<file path="src/rtl/rf_write_arbiter_pkg.sv">
// rf_write_arbiter_pkg: shared register-file widths and arbiter helpers
package rf_write_arbiter_pkg;
  localparam int REG_ADDR_WIDTH = 5;
  localparam int REG_DATA_WIDTH = 32;
  localparam logic [REG_ADDR_WIDTH-1:0] REG_ZERO = '0;
  localparam int WB_ENTRY_WIDTH = REG_ADDR_WIDTH + REG_DATA_WIDTH;
  function automatic int cnt_w(input int depth);
    return $clog2(depth) + 1;
  endfunction
endpackage

</file>
<file path="src/rtl/rf_write_arbiter_if.sv">
// rf_write_arbiter_if: WB, mul/div, scoreboard and register-file write signals
interface rf_write_arbiter_if
  import rf_write_arbiter_pkg::*;
#(
  parameter int DATA_W = REG_DATA_WIDTH,
  parameter int ADDR_W = REG_ADDR_WIDTH,
  parameter int FIFO_DEPTH = 4
);
  logic pipe_we;
  logic [ADDR_W-1:0] pipe_waddr;
  logic [DATA_W-1:0] pipe_wdata;
  logic md_valid;
  logic md_ready;
  logic [ADDR_W-1:0] md_waddr;
  logic [DATA_W-1:0] md_wdata;
  logic iss_valid;
  logic [ADDR_W-1:0] iss_waddr;
  logic [ADDR_W-1:0] chk_addr1;
  logic [ADDR_W-1:0] chk_addr2;
  logic chk_busy1;
  logic chk_busy2;
  logic stall_req;
  logic rf_we;
  logic [ADDR_W-1:0] rf_waddr;
  logic [DATA_W-1:0] rf_wdata;
  logic [cnt_w(FIFO_DEPTH)-1:0] pending_cnt;
  modport master (
    input pipe_we, pipe_waddr, pipe_wdata, md_valid, md_waddr, md_wdata,
          iss_valid, iss_waddr, chk_addr1, chk_addr2,
    output md_ready, chk_busy1, chk_busy2, stall_req, rf_we, rf_waddr, rf_wdata, pending_cnt
  );
  modport slave (
    output pipe_we, pipe_waddr, pipe_wdata, md_valid, md_waddr, md_wdata,
           iss_valid, iss_waddr, chk_addr1, chk_addr2,
    input md_ready, chk_busy1, chk_busy2, stall_req, rf_we, rf_waddr, rf_wdata, pending_cnt
  );
endinterface

</file>
<file path="src/rtl/rf_write_arbiter_wb_result_fifo.sv">
// wb_result_fifo: power-of-two sync FIFO holding buffered mul/div write-backs
module wb_result_fifo #(
  parameter int W = 37,
  parameter int DEPTH = 4
) (
  input  logic clk,
  input  logic rst_n,
  input  logic push,
  input  logic pop,
  input  logic [W-1:0] din,
  output logic full,
  output logic empty,
  output logic [$clog2(DEPTH):0] count,
  output logic [W-1:0] head
);
  localparam int AW = $clog2(DEPTH);
  logic [W-1:0] mem [DEPTH];
  logic [AW-1:0] wr_ptr, rd_ptr;
  assign full = count == ($clog2(DEPTH)+1)'(DEPTH);
  assign empty = count == '0;
  assign head = mem[rd_ptr];
  // storage needs no reset: occupancy alone decides which entries are live
  always_ff @(posedge clk) if (push) mem[wr_ptr] <= din;
  // pointers wrap naturally because DEPTH is a power of two
  always_ff @(posedge clk or negedge rst_n)
    if (!rst_n) begin
      wr_ptr <= '0;
      rd_ptr <= '0;
      count <= '0;
    end else begin
      wr_ptr <= wr_ptr + AW'(push);
      rd_ptr <= rd_ptr + AW'(pop);
      count <= count + ($clog2(DEPTH)+1)'(push) - ($clog2(DEPTH)+1)'(pop);
    end
endmodule

</file>
<file path="src/rtl/rf_write_arbiter.sv">
// rf_write_arbiter: merges WB and buffered mul/div results onto the register-file write port
module rf_write_arbiter
  import rf_write_arbiter_pkg::*;
#(
  parameter int DATA_W = REG_DATA_WIDTH,
  parameter int ADDR_W = REG_ADDR_WIDTH,
  parameter int FIFO_DEPTH = 4,
  parameter int STARVE_MAX = 8
) (
  input logic clk,
  input logic rst_n,
  rf_write_arbiter_if.master bus
);
  localparam int NREG = 1 << ADDR_W;
  localparam int AGE_W = $clog2(STARVE_MAX + 1);
  logic full, empty, push, pop, pipe_win;
  logic [ADDR_W+DATA_W-1:0] head;
  logic [ADDR_W-1:0] head_addr;
  logic [DATA_W-1:0] head_data;
  logic [cnt_w(FIFO_DEPTH)-1:0] count;
  logic [NREG-1:0] busy, busy_nxt;
  logic [AGE_W-1:0] age;
  assign {head_addr, head_data} = head;
  assign pipe_win = bus.pipe_we && bus.pipe_waddr != '0;
  assign push = bus.md_valid && !full;
  assign pop = !pipe_win && !empty;
  assign bus.md_ready = !full;
  assign bus.pending_cnt = count;
  assign bus.chk_busy1 = busy[bus.chk_addr1];
  assign bus.chk_busy2 = busy[bus.chk_addr2];
  assign busy_nxt = ((busy & ~(NREG'(pop) << head_addr)) | (NREG'(bus.iss_valid) << bus.iss_waddr)) & ~NREG'(1);
  wb_result_fifo #(.W(ADDR_W + DATA_W), .DEPTH(FIFO_DEPTH)) u_fifo (
    .clk(clk),
    .rst_n(rst_n),
    .push(push),
    .pop(pop),
    .din({bus.md_waddr, bus.md_wdata}),
    .full(full),
    .empty(empty),
    .count(count),
    .head(head)
  );
  // one registered write per cycle; a popped x0 entry retires without writing
  always_ff @(posedge clk or negedge rst_n)
    if (!rst_n) begin
      bus.rf_we <= 1'b0;
      bus.rf_waddr <= '0;
      bus.rf_wdata <= '0;
    end else begin
      bus.rf_we <= pipe_win || (pop && head_addr != '0);
      if (pipe_win || pop) begin
        bus.rf_waddr <= pipe_win ? bus.pipe_waddr : head_addr;
        bus.rf_wdata <= pipe_win ? bus.pipe_wdata : head_data;
      end
    end
  // busy scoreboard: issue sets, pop clears, set wins on collision
  always_ff @(posedge clk or negedge rst_n)
    if (!rst_n) busy <= '0;
    else busy <= busy_nxt;
  // head age saturates at STARVE_MAX; stall holds until the head finally pops
  always_ff @(posedge clk or negedge rst_n)
    if (!rst_n) begin
      age <= '0;
      bus.stall_req <= 1'b0;
    end else begin
      age <= (pop || empty) ? '0 : (age == AGE_W'(STARVE_MAX) ? age : age + 1'b1);
      bus.stall_req <= pop ? 1'b0 : (bus.stall_req || age == AGE_W'(STARVE_MAX));
    end
endmodule

</file>
<file path="src/flat_wrapper.sv">
// flat-port wrapper written by rule: the top's interface ports become plain ports
module rf_write_arbiter_flat import rf_write_arbiter_pkg::*;
#(
  parameter int DATA_W = REG_DATA_WIDTH,
  parameter int ADDR_W = REG_ADDR_WIDTH,
  parameter int FIFO_DEPTH = 4,
  parameter int STARVE_MAX = 8
)
  (clk, rst_n, bus_pipe_we, bus_pipe_waddr, bus_pipe_wdata, bus_md_valid, bus_md_waddr, bus_md_wdata, bus_iss_valid, bus_iss_waddr, bus_chk_addr1, bus_chk_addr2, bus_md_ready, bus_chk_busy1, bus_chk_busy2, bus_stall_req, bus_rf_we, bus_rf_waddr, bus_rf_wdata, bus_pending_cnt);
  rf_write_arbiter_if #(.DATA_W(DATA_W), .ADDR_W(ADDR_W), .FIFO_DEPTH(FIFO_DEPTH)) bus_i ();
  input logic clk;
  input logic rst_n;
  input wire logic [$bits(bus_i.pipe_we)-1:0] bus_pipe_we;
  input wire logic [$bits(bus_i.pipe_waddr)-1:0] bus_pipe_waddr;
  input wire logic [$bits(bus_i.pipe_wdata)-1:0] bus_pipe_wdata;
  input wire logic [$bits(bus_i.md_valid)-1:0] bus_md_valid;
  input wire logic [$bits(bus_i.md_waddr)-1:0] bus_md_waddr;
  input wire logic [$bits(bus_i.md_wdata)-1:0] bus_md_wdata;
  input wire logic [$bits(bus_i.iss_valid)-1:0] bus_iss_valid;
  input wire logic [$bits(bus_i.iss_waddr)-1:0] bus_iss_waddr;
  input wire logic [$bits(bus_i.chk_addr1)-1:0] bus_chk_addr1;
  input wire logic [$bits(bus_i.chk_addr2)-1:0] bus_chk_addr2;
  output wire logic [$bits(bus_i.md_ready)-1:0] bus_md_ready;
  output wire logic [$bits(bus_i.chk_busy1)-1:0] bus_chk_busy1;
  output wire logic [$bits(bus_i.chk_busy2)-1:0] bus_chk_busy2;
  output wire logic [$bits(bus_i.stall_req)-1:0] bus_stall_req;
  output wire logic [$bits(bus_i.rf_we)-1:0] bus_rf_we;
  output wire logic [$bits(bus_i.rf_waddr)-1:0] bus_rf_waddr;
  output wire logic [$bits(bus_i.rf_wdata)-1:0] bus_rf_wdata;
  output wire logic [$bits(bus_i.pending_cnt)-1:0] bus_pending_cnt;
  assign bus_i.pipe_we = bus_pipe_we;
  assign bus_i.pipe_waddr = bus_pipe_waddr;
  assign bus_i.pipe_wdata = bus_pipe_wdata;
  assign bus_i.md_valid = bus_md_valid;
  assign bus_i.md_waddr = bus_md_waddr;
  assign bus_i.md_wdata = bus_md_wdata;
  assign bus_i.iss_valid = bus_iss_valid;
  assign bus_i.iss_waddr = bus_iss_waddr;
  assign bus_i.chk_addr1 = bus_chk_addr1;
  assign bus_i.chk_addr2 = bus_chk_addr2;
  assign bus_md_ready = bus_i.md_ready;
  assign bus_chk_busy1 = bus_i.chk_busy1;
  assign bus_chk_busy2 = bus_i.chk_busy2;
  assign bus_stall_req = bus_i.stall_req;
  assign bus_rf_we = bus_i.rf_we;
  assign bus_rf_waddr = bus_i.rf_waddr;
  assign bus_rf_wdata = bus_i.rf_wdata;
  assign bus_pending_cnt = bus_i.pending_cnt;
  rf_write_arbiter #(.DATA_W(DATA_W), .ADDR_W(ADDR_W), .FIFO_DEPTH(FIFO_DEPTH), .STARVE_MAX(STARVE_MAX)) u_core (.clk(clk), .rst_n(rst_n), .bus(bus_i));
endmodule
</file>
<file path="config.mk">
export PLATFORM = sky130hd
export DESIGN_NAME = rf_write_arbiter_flat
export DESIGN_NICKNAME = d
export VERILOG_FILES = /design/src/rtl/rf_write_arbiter_pkg.sv /design/src/rtl/rf_write_arbiter_if.sv /design/src/rtl/rf_write_arbiter_wb_result_fifo.sv /design/src/rtl/rf_write_arbiter.sv /design/src/flat_wrapper.sv
export SDC_FILE = /design/constraint.sdc
export NUM_CORES = 1
export LEC_CHECK = 0
export ABC_AREA = 1
export CORE_AREA = 2 2 119 168
export CTS_CLUSTER_SIZE = 12
export DETAILED_ROUTE_END_ITERATION = 16
export DIE_AREA = 0 0 121 170
export PLACE_DENSITY = 0.8
export RECOVER_POWER = 25
export SLEW_MARGIN = 20
export SYNTH_ARGS = -nofsm -noshare
export SYNTH_HDL_FRONTEND = slang
export SYNTH_SLANG_ARGS = --single-unit
</file>
<file path="constraint.sdc">
create_clock -name clk -period 5.15 [get_ports clk]
set_clock_uncertainty 0.15 [all_clocks]
set_input_delay 1.545 -clock clk [delete_from_list [all_inputs] [get_ports clk]]
set_output_delay 1.545 -clock clk [all_outputs]
set_load 0.1 [all_outputs]
</file>
Word-level counts from Yosys, hierarchy flattened:

Memory sizes are Yosys's and may differ from the RTL's.
Cells that the tools add are included.

* $add $sub $neg: 5
* multipliers: 0
* divide/modulo/power cells: 0
* order comparisons: 2
* equality and inequality tests: 3
* shift operators: 2
* mux-type cells: 11
* bitwise gates (word level): 3
* reduce and logical (&&, ||, !) cells: 14

Operators with widths (count)
* 1-bit by 5-bit left shift with 32-bit output: 2
* 32-bit AND: 1
* 32-bit two-way mux: 1
* 32-bit NOT: 1
* 32-bit bitwise OR: 1
* 5-bit by 6-bit < comparator with 1-bit output, second input constant: 2
* 1-bit binary-select mux with 5-bit select: 2
* 5-bit nonzero test: 2
* 4-bit two-way mux: 2
* 1-bit two-way mux: 5
* 5-bit two-way mux: 1
* 2-bit by 1-bit adder with 2-bit output: 2
* 4-bit by 1-bit adder with 4-bit output, second input constant: 1
* 4-bit == test, second input constant: 1
* 1-bit logical AND: 4
* 1-bit logical OR: 4
* 3-bit by 1-bit adder with 3-bit output: 1
* 3-bit == test, second input constant: 1
* 1-bit zero test: 3
* 3-bit zero test: 1
* 3-bit by 1-bit subtractor with 3-bit output: 1
* 2-bit by 1-bit != test with 1-bit output, second input constant: 1

* bits in registers: 81
* bits in latches: 0
* bits in writable memories: 148
* bits in read-only memories: 0
* input bits: 94
* output and inout bits: 45
* word-level logic and storage cells: 50
* memories kept: 1

Memories
* u_core.u_fifo.mem: depth 4, width 37, rd ports 1, clocked after Yosys merged registers in 0, wr ports 1, RTL line rf_write_arbiter_wb_result_fifo.sv:17 `logic [W-1:0] mem [DEPTH];`

Depth between registers and ports, before layout:

Gate-level depths: netlist of run 1.

* word-level depth: 8
* gate-level depth with buffers: 11
* mapped depth without buffers: 10

Cells and area by module:

A second synthesis of run 1 with hierarchy kept.

* cell total of the unflattened synthesis: 1183
* area total of the unflattened synthesis: 10700.3 um2

Modules (own cells, without submodules)
* wb_result_fifo: instances 1, cells an instance 615, area an instance 6562.5 um2, sequential area each 4619.4 um2
* rf_write_arbiter: instances 1, cells an instance 568, area an instance 4137.7 um2, sequential area each 1851.8 um2

Worst setup path after synthesis of run 1:

Ideal clock, no wire load.

* path kind: reg2reg
* from: reg u_core.u_fifo.count[1]
* to: mem u_core.u_fifo.mem[0][0] (enable)
* library setup time: 477 ps
* arrival time: 4816 ps
* required time: 4523 ps
* setup slack: -294 ps
* stages on the path, launching flop included: 5
* path buffers: 0
* clock period less this slack: 5444 ps
* path through: dfrtp_1 inv_1 nand3_1 nand2_1 nor3_1

* longest elaborated chain between the ends: 5

Ends and longest elaborated chain
* start: declaration: RTL line rf_write_arbiter_wb_result_fifo.sv:13 `output logic [$clog2(DEPTH):0] count,`
* start signal: assignment: RTL line rf_write_arbiter_wb_result_fifo.sv:33 `count <= count + ($clog2(DEPTH)+1)'(push) - ($clog2(DEPTH)+1)'(pop);`
* 3-bit == test: RTL line rf_write_arbiter_wb_result_fifo.sv:19 `assign full = count == ($clog2(DEPTH)+1)'(DEPTH);`
* 1-bit zero test
* named net bus_md_ready: RTL line flat_wrapper.sv:23 `output wire logic [$bits(bus_i.md_ready)-1:0] bus_md_ready;`
* 1-bit logical AND: RTL line rf_write_arbiter.sv:25 `assign push = bus.md_valid && !full;`
* 1-bit two-way mux: RTL line rf_write_arbiter_wb_result_fifo.sv:23 `always_ff @(posedge clk) if (push) mem[wr_ptr] <= din;`
* 1-bit two-way mux (implied by the code): RTL line rf_write_arbiter_wb_result_fifo.sv:23
* end: declaration: RTL line rf_write_arbiter_wb_result_fifo.sv:17

The timed path passes the listed nets, and every way through them passes these cells.

Final worst setup path of run 1:

* from: in bus_chk_addr2[1]
* to: out bus_chk_busy2

* longest elaborated chain between the ends: 2

Ends and longest elaborated chain
* start: declaration: RTL line flat_wrapper.sv:22 `input wire logic [$bits(bus_i.chk_addr2)-1:0] bus_chk_addr2;`
* 1-bit binary-select mux with 5-bit select: RTL line rf_write_arbiter.sv:30 `assign bus.chk_busy2 = busy[bus.chk_addr2];`
* 1-bit two-way mux (implied by the code): RTL line rf_write_arbiter.sv:30
* end: declaration: RTL line flat_wrapper.sv:25 `output wire logic [$bits(bus_i.chk_busy2)-1:0] bus_chk_busy2;`

Every way passes these cells. The select of a mux whose other input is x is not followed.

==> results of run 1 <==
==> registers in the layout, summed over array words and instances, names as in the netlist <==
| name | cells |
|---|---|
| u_core.age | 4 |
| u_core.bus.rf_we | 1 |
| u_core.bus.rf_waddr | 5 |
| u_core.u_fifo.wr_ptr | 2 |
| u_core.u_fifo.mem | 148 |
| u_core.u_fifo.count | 3 |
| u_core.busy | 31 |
| u_core.u_fifo.rd_ptr | 2 |
| u_core.bus.rf_wdata | 32 |
| u_core.bus.stall_req | 1 |
==> through the flow <==
stage | instance area [um^2] | hold WS (ps) | setup slack, ps
final | 12400 | 340 | 340
after detailed placement | 11700 | 326 | 356
after global placement | 11700 | 306 | 383
after floorplan | 10200 | 292 | -294
after global routing | 12400 | 361 | 217
after CTS | 12400 | 343 | 345
==> cell type report <==
class | count | area [um^2]
clock inverter | 2 | 12.5
inverter | 44 | 176
multi-input combinational | 643 | 3240
fill | 1452 | 6600
clock buffer | 40 | 661
antenna | 5 | 12.5
sequential | 229 | 6470
timing repair buffer | 154 | 1520
tap | 248 | 310
==> metal layers <==
metal | vias up | track usage, %
li1 | 3639 | -
met1 | 3726 | 27.1
met2 | 319 | 42.4
met3 | 73 | 3.28
met4 | 0 | 10.9
met5 | - | 0
==> worst min-delay path by stage <==
| stage | startpoint | endpoint | slack [ps] | cells past startpoint |
|---|---|---|---|---|
| global route | u_core.busy[6] | u_core.busy[6] | 360 | 2 |
| detailed placement | u_core.bus.rf_waddr[2] | u_core.bus.rf_waddr[2] | 330 | 2 |
| global placement | u_core.busy[6] | u_core.busy[6] | 310 | 2 |
| floorplan | u_core.busy[6] | u_core.busy[6] | 290 | 2 |
| finish | u_core.bus.rf_waddr[2] | u_core.bus.rf_waddr[2] | 340 | 2 |
| CTS | u_core.bus.rf_waddr[2] | u_core.bus.rf_waddr[2] | 340 | 2 |
==> worst max-delay path: stages <==
cell,delay (ps)
clkdlybuf4s50_1,480
clkinv_1,240
a21oi_1,180
o21ai_0,110
nand3_1,80
nand3_1,70
nand2_1,60
nand2_1,40
nand2_1,110
buf_12,180
==> logic make-up after synthesis <==
group / after synthesis
and+or+nand+nor: 478
DFF: 229
AOI/OAI and AO/OA: 153
buffers and inverters: 96
adders and majority gates: 7
xor gates and xnor gates: 5
==> layout by cell type (no fill, tap or decap), types with 3 or more instances in the layout <==
cell | netlist | routed
dlygate4sd3_1 | 0 | 19
nand2_2 | 9 | 9
a21oi_1 | 32 | 32
inv_2 | 6 | 6
clkinv_1 | 3 | 4
nor3_1 | 8 | 4
o21ai_1 | 26 | 26
clkbuf_1 | 16 | 17
o211ai_1 | 7 | 7
nand3_2 | 10 | 10
dfrtp_1 | 81 | 80
diode_2 | 0 | 5
nor2_1 | 71 | 70
nor2_8 | 3 | 3
nand2_1 | 243 | 243
nand3_1 | 84 | 84
xor2_1 | 3 | 3
inv_1 | 31 | 31
o21ai_0 | 58 | 58
nand4_1 | 39 | 39
clkbuf_16 | 0 | 24
nor3_2 | 0 | 4
nand3_4 | 3 | 3
clkdlybuf4s50_1 | 0 | 116
buf_4 | 8 | 16
o22ai_1 | 26 | 26
nand2_4 | 4 | 4
edfxtp_1 | 148 | 148
ha_1 | 6 | 6
==> power groups by stage <==
stage	logic, mW	clock network [mW]	registers, mW
finish	3.50	1.51	2.83
global route	3.75	1.60	2.87
global placement	3.44	0	2.84
floorplan	1.61	0	3.85
CTS	3.51	1.53	2.82
detailed placement	3.51	0	2.85
==> impl_metrics.py, run 1 <==
metrics = {
    "synthesis": {
        "synth_top_area_cell": "edfxtp_1",
        "syn_inst": 968,
        "synthAdderAreaFrac_pct": 0.936,
        "yosysMostFrequentCell": "nand2_1",
        "ys_warn_count": 0,
        "async_flop_share_pct": 35.4,
        "ys_seq_area_share_pct": 63.7,
        "synth_edf_count": 148,
        "syn_nets": 1069,
        "synth-xor-area-share_pct": 0.431,
        "synth_top_family_by_area": "simple AND/OR/NAND/NOR gates",
        "synth_compound_area_share_pct": 8.29,
        "synth_seq_cells": 229,
        "netlist_area_um2": 10200,
        "synthSimpleGateAreaFrac_pct": 21.9,
        "synth_top_cells_by_count": "nand2_1 (243), edfxtp_1 (148), nand3_1 (84), dfrtp_1 (81), nor2_1 (71)",
        "synth_area_per_cell_um2": 10.5,
        "synthMuxAreaShare_pct": 0,
        "synth-main-ff-cell": "edfxtp_1",
        "ys_top_cells_by_area": "edfxtp_1 (44%), dfrtp_1 (20%), nand2_1 (9.0%)",
        "synth_top_area_share_pct": 43.7,
        "synthDistinctLibCells": 41,
    },
    "route": {
        "routed_wl_um": 24400,
        "wire_per_inst_um": 17.9,
        "met3_length_um": 1510,
        "first_pass_iters": 7,
        "drt-initial-drc-count": 636,
        "wl_met2_um": 12900,
        "avgViaCountPerCell": 5.68,
        "top_layer_used": "met4",
        "wirelength_met1_um": 9010,
        "route.vias.total": 7757,
        "drcViolationCount": 0,
        "ant_nets": 0,
    },
    "global_route": {
        "grt_pass1_wl_um": 38000,
        "grt_max_degree": 76,
        "antenna_found_initial": 6,
        "grt_util_all_layers_pct": 23.4,
        "grt_pass1_vias": 7593,
        "grt-ovfl-total": 0,
    },
    "place": {
        "globalplace.congestion": 0.933,
        "numPortBuffers": 138,
        "dpl.hpwl_um": 15600,
        "dp_cells": 1318,
    },
    "clock_tree": {
        "clk_pin_slew_ps": 60,
        "cts_tree": "done",
        "htree_levels": 1,
        "root_buffer": "clkbuf_16",
        "clkLatencyLatePin_ps": 500,
        "clock_sinks": 229,
        "cts_hold_buffers": 0,
        "ctsResizeCount": 0,
        "cts_setup_buffers": 0,
        "cts_buffers": 23,
        "cts_buffer_depth": 3,
    },
    "die": {
        "die-area_um2": 20600,
        "num_rows": 60,
        "die_y_um": 170,
        "start_util_pct": 53.5,
        "die_width_um": 121,
        "num_io_pins": 139,
        "core_um2": 19000,
    },
    "power": {
        "net-switching-power_mw": 3.59,
        "leakagePower_nw": 4.81,
        "total_power_mw": 7.84,
        "powerDensity_nw_per_um2": 633,
        "power_frac_seq_pct": 36.1,
        "switching_share_pct": 45.8,
        "p_comb_share_pct": 44.6,
        "p_int_mw": 4.25,
        "clock_power_share_pct": 19.3,
        "vdd_drop_max_v": 0.000443,
    },
    "critical_path": {
        "r2r_start": "u_core.u_fifo.count[2]",
        "endpoint_kind": "primary output",
        "r2r_end": "u_core.u_fifo.count[2]",
        "r2r_cells": 9,
        "path_class": "in -> out",
        "worstPathArrival_ps": 3110,
        "critPathMaxFanout": 9,
        "required_ps": 3460,
        "crit_end": "bus_chk_busy2",
        "reg2reg_slack_ps": 2580,
        "cp-startpoint": "bus_chk_addr2[1]",
        "start_kind": "input pin",
    },
    "timing": {
        "slew_violations": 56,
        "fmax_mhz": 208,
        "setup_viol": 0,
        "max-slew-margin-rel_pct": -101,
        "setup_tns_ps": 0,
        "worst_pin_slew_ps": 3020,
        "fin_crit_sh_pct": 93.4,
        "grt_setup_unrepaired": "false",
        "hold_viol": 0,
        "period_minus_slack_ps": 4810,
    },
    "job": {
        "maxCapViolCount": 1,
    },
    "cells_and_area": {
        "fin_nets": 1196,
        "instances_no_fill": 1365,
        "area_growth_pct": 22.0,
        "utilization_pct": 65.3,
        "drive_gt1_share_pct": 8.36,
    },
    "run_status": {
        "violations": "max-capacitance violations, max-slew violations",
        "outcome": "complete, but fails checks",
    },
    "worst_hold_path": {
        "min_path_type": "reg -> reg",
    },
}
(Power assumes the default switching activity.)
==> run 2: changes to the inputs <==
- CORE_AREA: 2 2 119 168 -> 2 2 124 174
- DIE_AREA: 0 0 121 170 -> 0 0 126 176
- MAX_ROUTING_LAYER: default -> met4
- PLACE_DENSITY: 0.8 -> 0.78
- clock period: 5.15 -> 3.96 ns (I/O delays scaled with it)
==> run 2 against run 1 <==
Compared with the run above: critical path type unchanged; clock power increased by 30%; largest cell class unchanged; register-to-register slack got worse by 1300 ps; die area increased by 7.8%; the run now ends clean; global-route usage decreased by 0.10 points.
==> impl_metrics.py, run 2 (synthesis results as in run 1) <==
metrics = {
    "run_status": {
        "outcome": "complete, no violations",
    },
    "critical_path": {
        "critPathMaxFanout": 5,
        "endpoint_kind": "primary output",
        "crit_chain": "clkdlybuf4s50_1 > inv_1 > nand3_1 > a21oi_1 > o21ai_0 > nand2_1 > buf_12",
        "path_buf_inv": 3,
        "start_kind": "input pin",
        "path_class": "in -> out",
        "critPathSlowestCell": "clkdlybuf4s50_1",
        "worstPathArrival_ps": 2540,
        "cpLargestDelayFamily": "buffers and inverters",
        "max_stage_delay_ps": 590,
        "required_ps": 2620,
    },
    "clock_tree": {
        "htree_levels": 1,
        "clkLatencyLatePin_ps": 490,
        "root_buffer": "clkbuf_16",
        "cts_tree": "done",
        "cts_buffers": 23,
        "cts_hold_buffers": 0,
        "cts_setup_buffers": 0,
        "clk_pin_slew_ps": 70,
        "cts_buffer_depth": 3,
        "clock_sinks": 229,
    },
    "place": {
        "dpl.hpwl_um": 16800,
        "numPortBuffers": 138,
        "placed_cell_area_um2": 11800,
        "globalplace.congestion": 0.957,
    },
    "global_route": {
        "grt_max_degree": 76,
        "grt_pass1_wl_um": 40100,
        "grt-ovfl-total": 0,
        "grt_util_all_layers_pct": 23.3,
        "grt_pass1_vias": 7818,
        "antenna_found_initial": 4,
    },
    "worst_hold_path": {
        "min_path_type": "reg -> reg",
    },
    "cells_and_area": {
        "finalInstanceArea_um2": 12500,
        "seq_area_um2": 6470,
        "utilization_pct": 60.9,
        "largest-register": "u_core.u_fifo.mem",
        "final_common_cell": "nand2_1",
        "fin_nets": 1212,
        "final_cell_mix": "nand2_1 (243), edfxtp_1 (148), nand3_1 (84)",
        "area_growth_pct": 22.8,
        "largest_reg_flops": 148,
        "drive_gt1_share_pct": 13.8,
        "reg.largest.list": "u_core.u_fifo.mem: 148 flops, u_core.bus.rf_wdata: 32 flops, u_core.busy: 31 flops",
        "multiInputGateArea_um2": 3260,
        "fillCellCount": 1680,
    },
    "power": {
        "vdd_drop_max_v": 0.000657,
        "total_power_mw": 10.2,
        "leakagePower_nw": 4.97,
        "powerDensity_nw_per_um2": 818,
    },
    "die": {
        "num_rows": 62,
        "core_um2": 20500,
        "die-area_um2": 22200,
        "die_width_um": 126,
        "start_util_pct": 49.6,
        "num_io_pins": 139,
        "die_y_um": 176,
    },
    "route": {
        "route.vias.total": 7738,
        "ant_nets": 0,
        "wire_per_inst_um": 18.2,
        "drt-initial-drc-count": 519,
        "avgViaCountPerCell": 5.58,
        "drcViolationCount": 0,
        "first_pass_iters": 7,
        "routed_wl_um": 25300,
    },
    "timing": {
        "grt_setup_unrepaired": "false",
        "fin_crit_sh_pct": 98.0,
        "worst_pin_slew_ps": 1470,
        "period_minus_slack_ps": 3880,
        "setup_tns_ps": 0,
        "slew_violations": 0,
        "fmax_mhz": 258,
        "max-slew-margin-rel_pct": 1.89,
        "hold_viol": 0,
        "setup_viol": 0,
    },
    "job": {
        "maxCapViolCount": 0,
    },
}
[run 2: cell types whose count changed in the layout (fill, tap and decap cells not counted), sizes merged]
cell,previous run,this run
clkbuf,41,42
clkinv,5,3
dlygate4sd2,0,3
clkdlybuf4s50,116,68
buf,18,76
dlymetal6s2s,0,2
clkinvlp,0,1
diode,5,4
[run 2: cell type report]
class / count / share of cell area, %
flip-flops and latches: 229 / 51.9
multi-input cells: 643 / 26.1
diodes: 4 / 0.0802
well taps: 256 / 2.57
repair inverters: 1 / 0.0401
repair buffers: 169 / 12.5
inverters: 44 / 1.43
clock buffers: 41 / 5.39
[run 2: repair_timing]
| action | in CTS | in global routing |
|---|---|---|
| pin swaps | 1 | 0 |
| gates resized for setup | 6 | 4 |
| setup endpoints to repair | 2 | 1 |
| cloned | 1 | 0 |
[run 2: path summary, 6_finish.rpt]
| kind | to | slack (ps) | from | cells past startpoint |
|---|---|---|---|---|
| min in group asynchronous | u_core.bus.rf_wdata[29] | 890 | rst_n | 1 |
| setup reg to reg | u_core.u_fifo.count[2] | 1330 | u_core.u_fifo.count[2] | 9 |
| hold reg to reg | u_core.busy[4] | 330 | u_core.busy[4] | 2 |
| max in group asynchronous | u_core.u_fifo.rd_ptr[0] | 1760 | rst_n | 1 |
| setup / recovery | bus_chk_busy2 | 80 | bus_chk_addr2[2] | 7 |
| hold / removal | u_core.busy[4] | 330 | u_core.busy[4] | 2 |
[run 2: tightest hold or removal path, stage by stage (launching register included)]
cell	delay, ps
dfrtp_1	340
o21ai_1	60
nand2_1	50
[run 2: where the power goes]
group          internal (mW)  leakage [nW]  switching (mW)
Combinational           1.10          2.31            3.43
Clock                   1.14         0.323           0.831
Sequential              3.27          2.34           0.448
[run 2: per-layer routing]
| metal | track usage [%] | routed length, um |
|---|---|---|
| met1 | 26.4 | 9560 |
| met2 | 41.4 | 13400 |
| met3 | 2.82 | 1400 |
| met4 | 10.2 | 920 |
| met5 | - | 0 |
[run 2: per-stage QoR]
| stage | instances | hold WS [ps] | setup slack, ps |
|---|---|---|---|
| 6_report | 1387 | 334 | 80.0 |
| 5_1_grt | 1387 | 348 | 14.1 |
| 4_1_cts | 1383 | 329 | -12.0 |
| 3_5_place_dp | 1341 | 315 | -62.9 |
| 3_3_place_gp | 1341 | 307 | -67.6 |
| 2_1_floorplan | 968 | 292 | -428 |
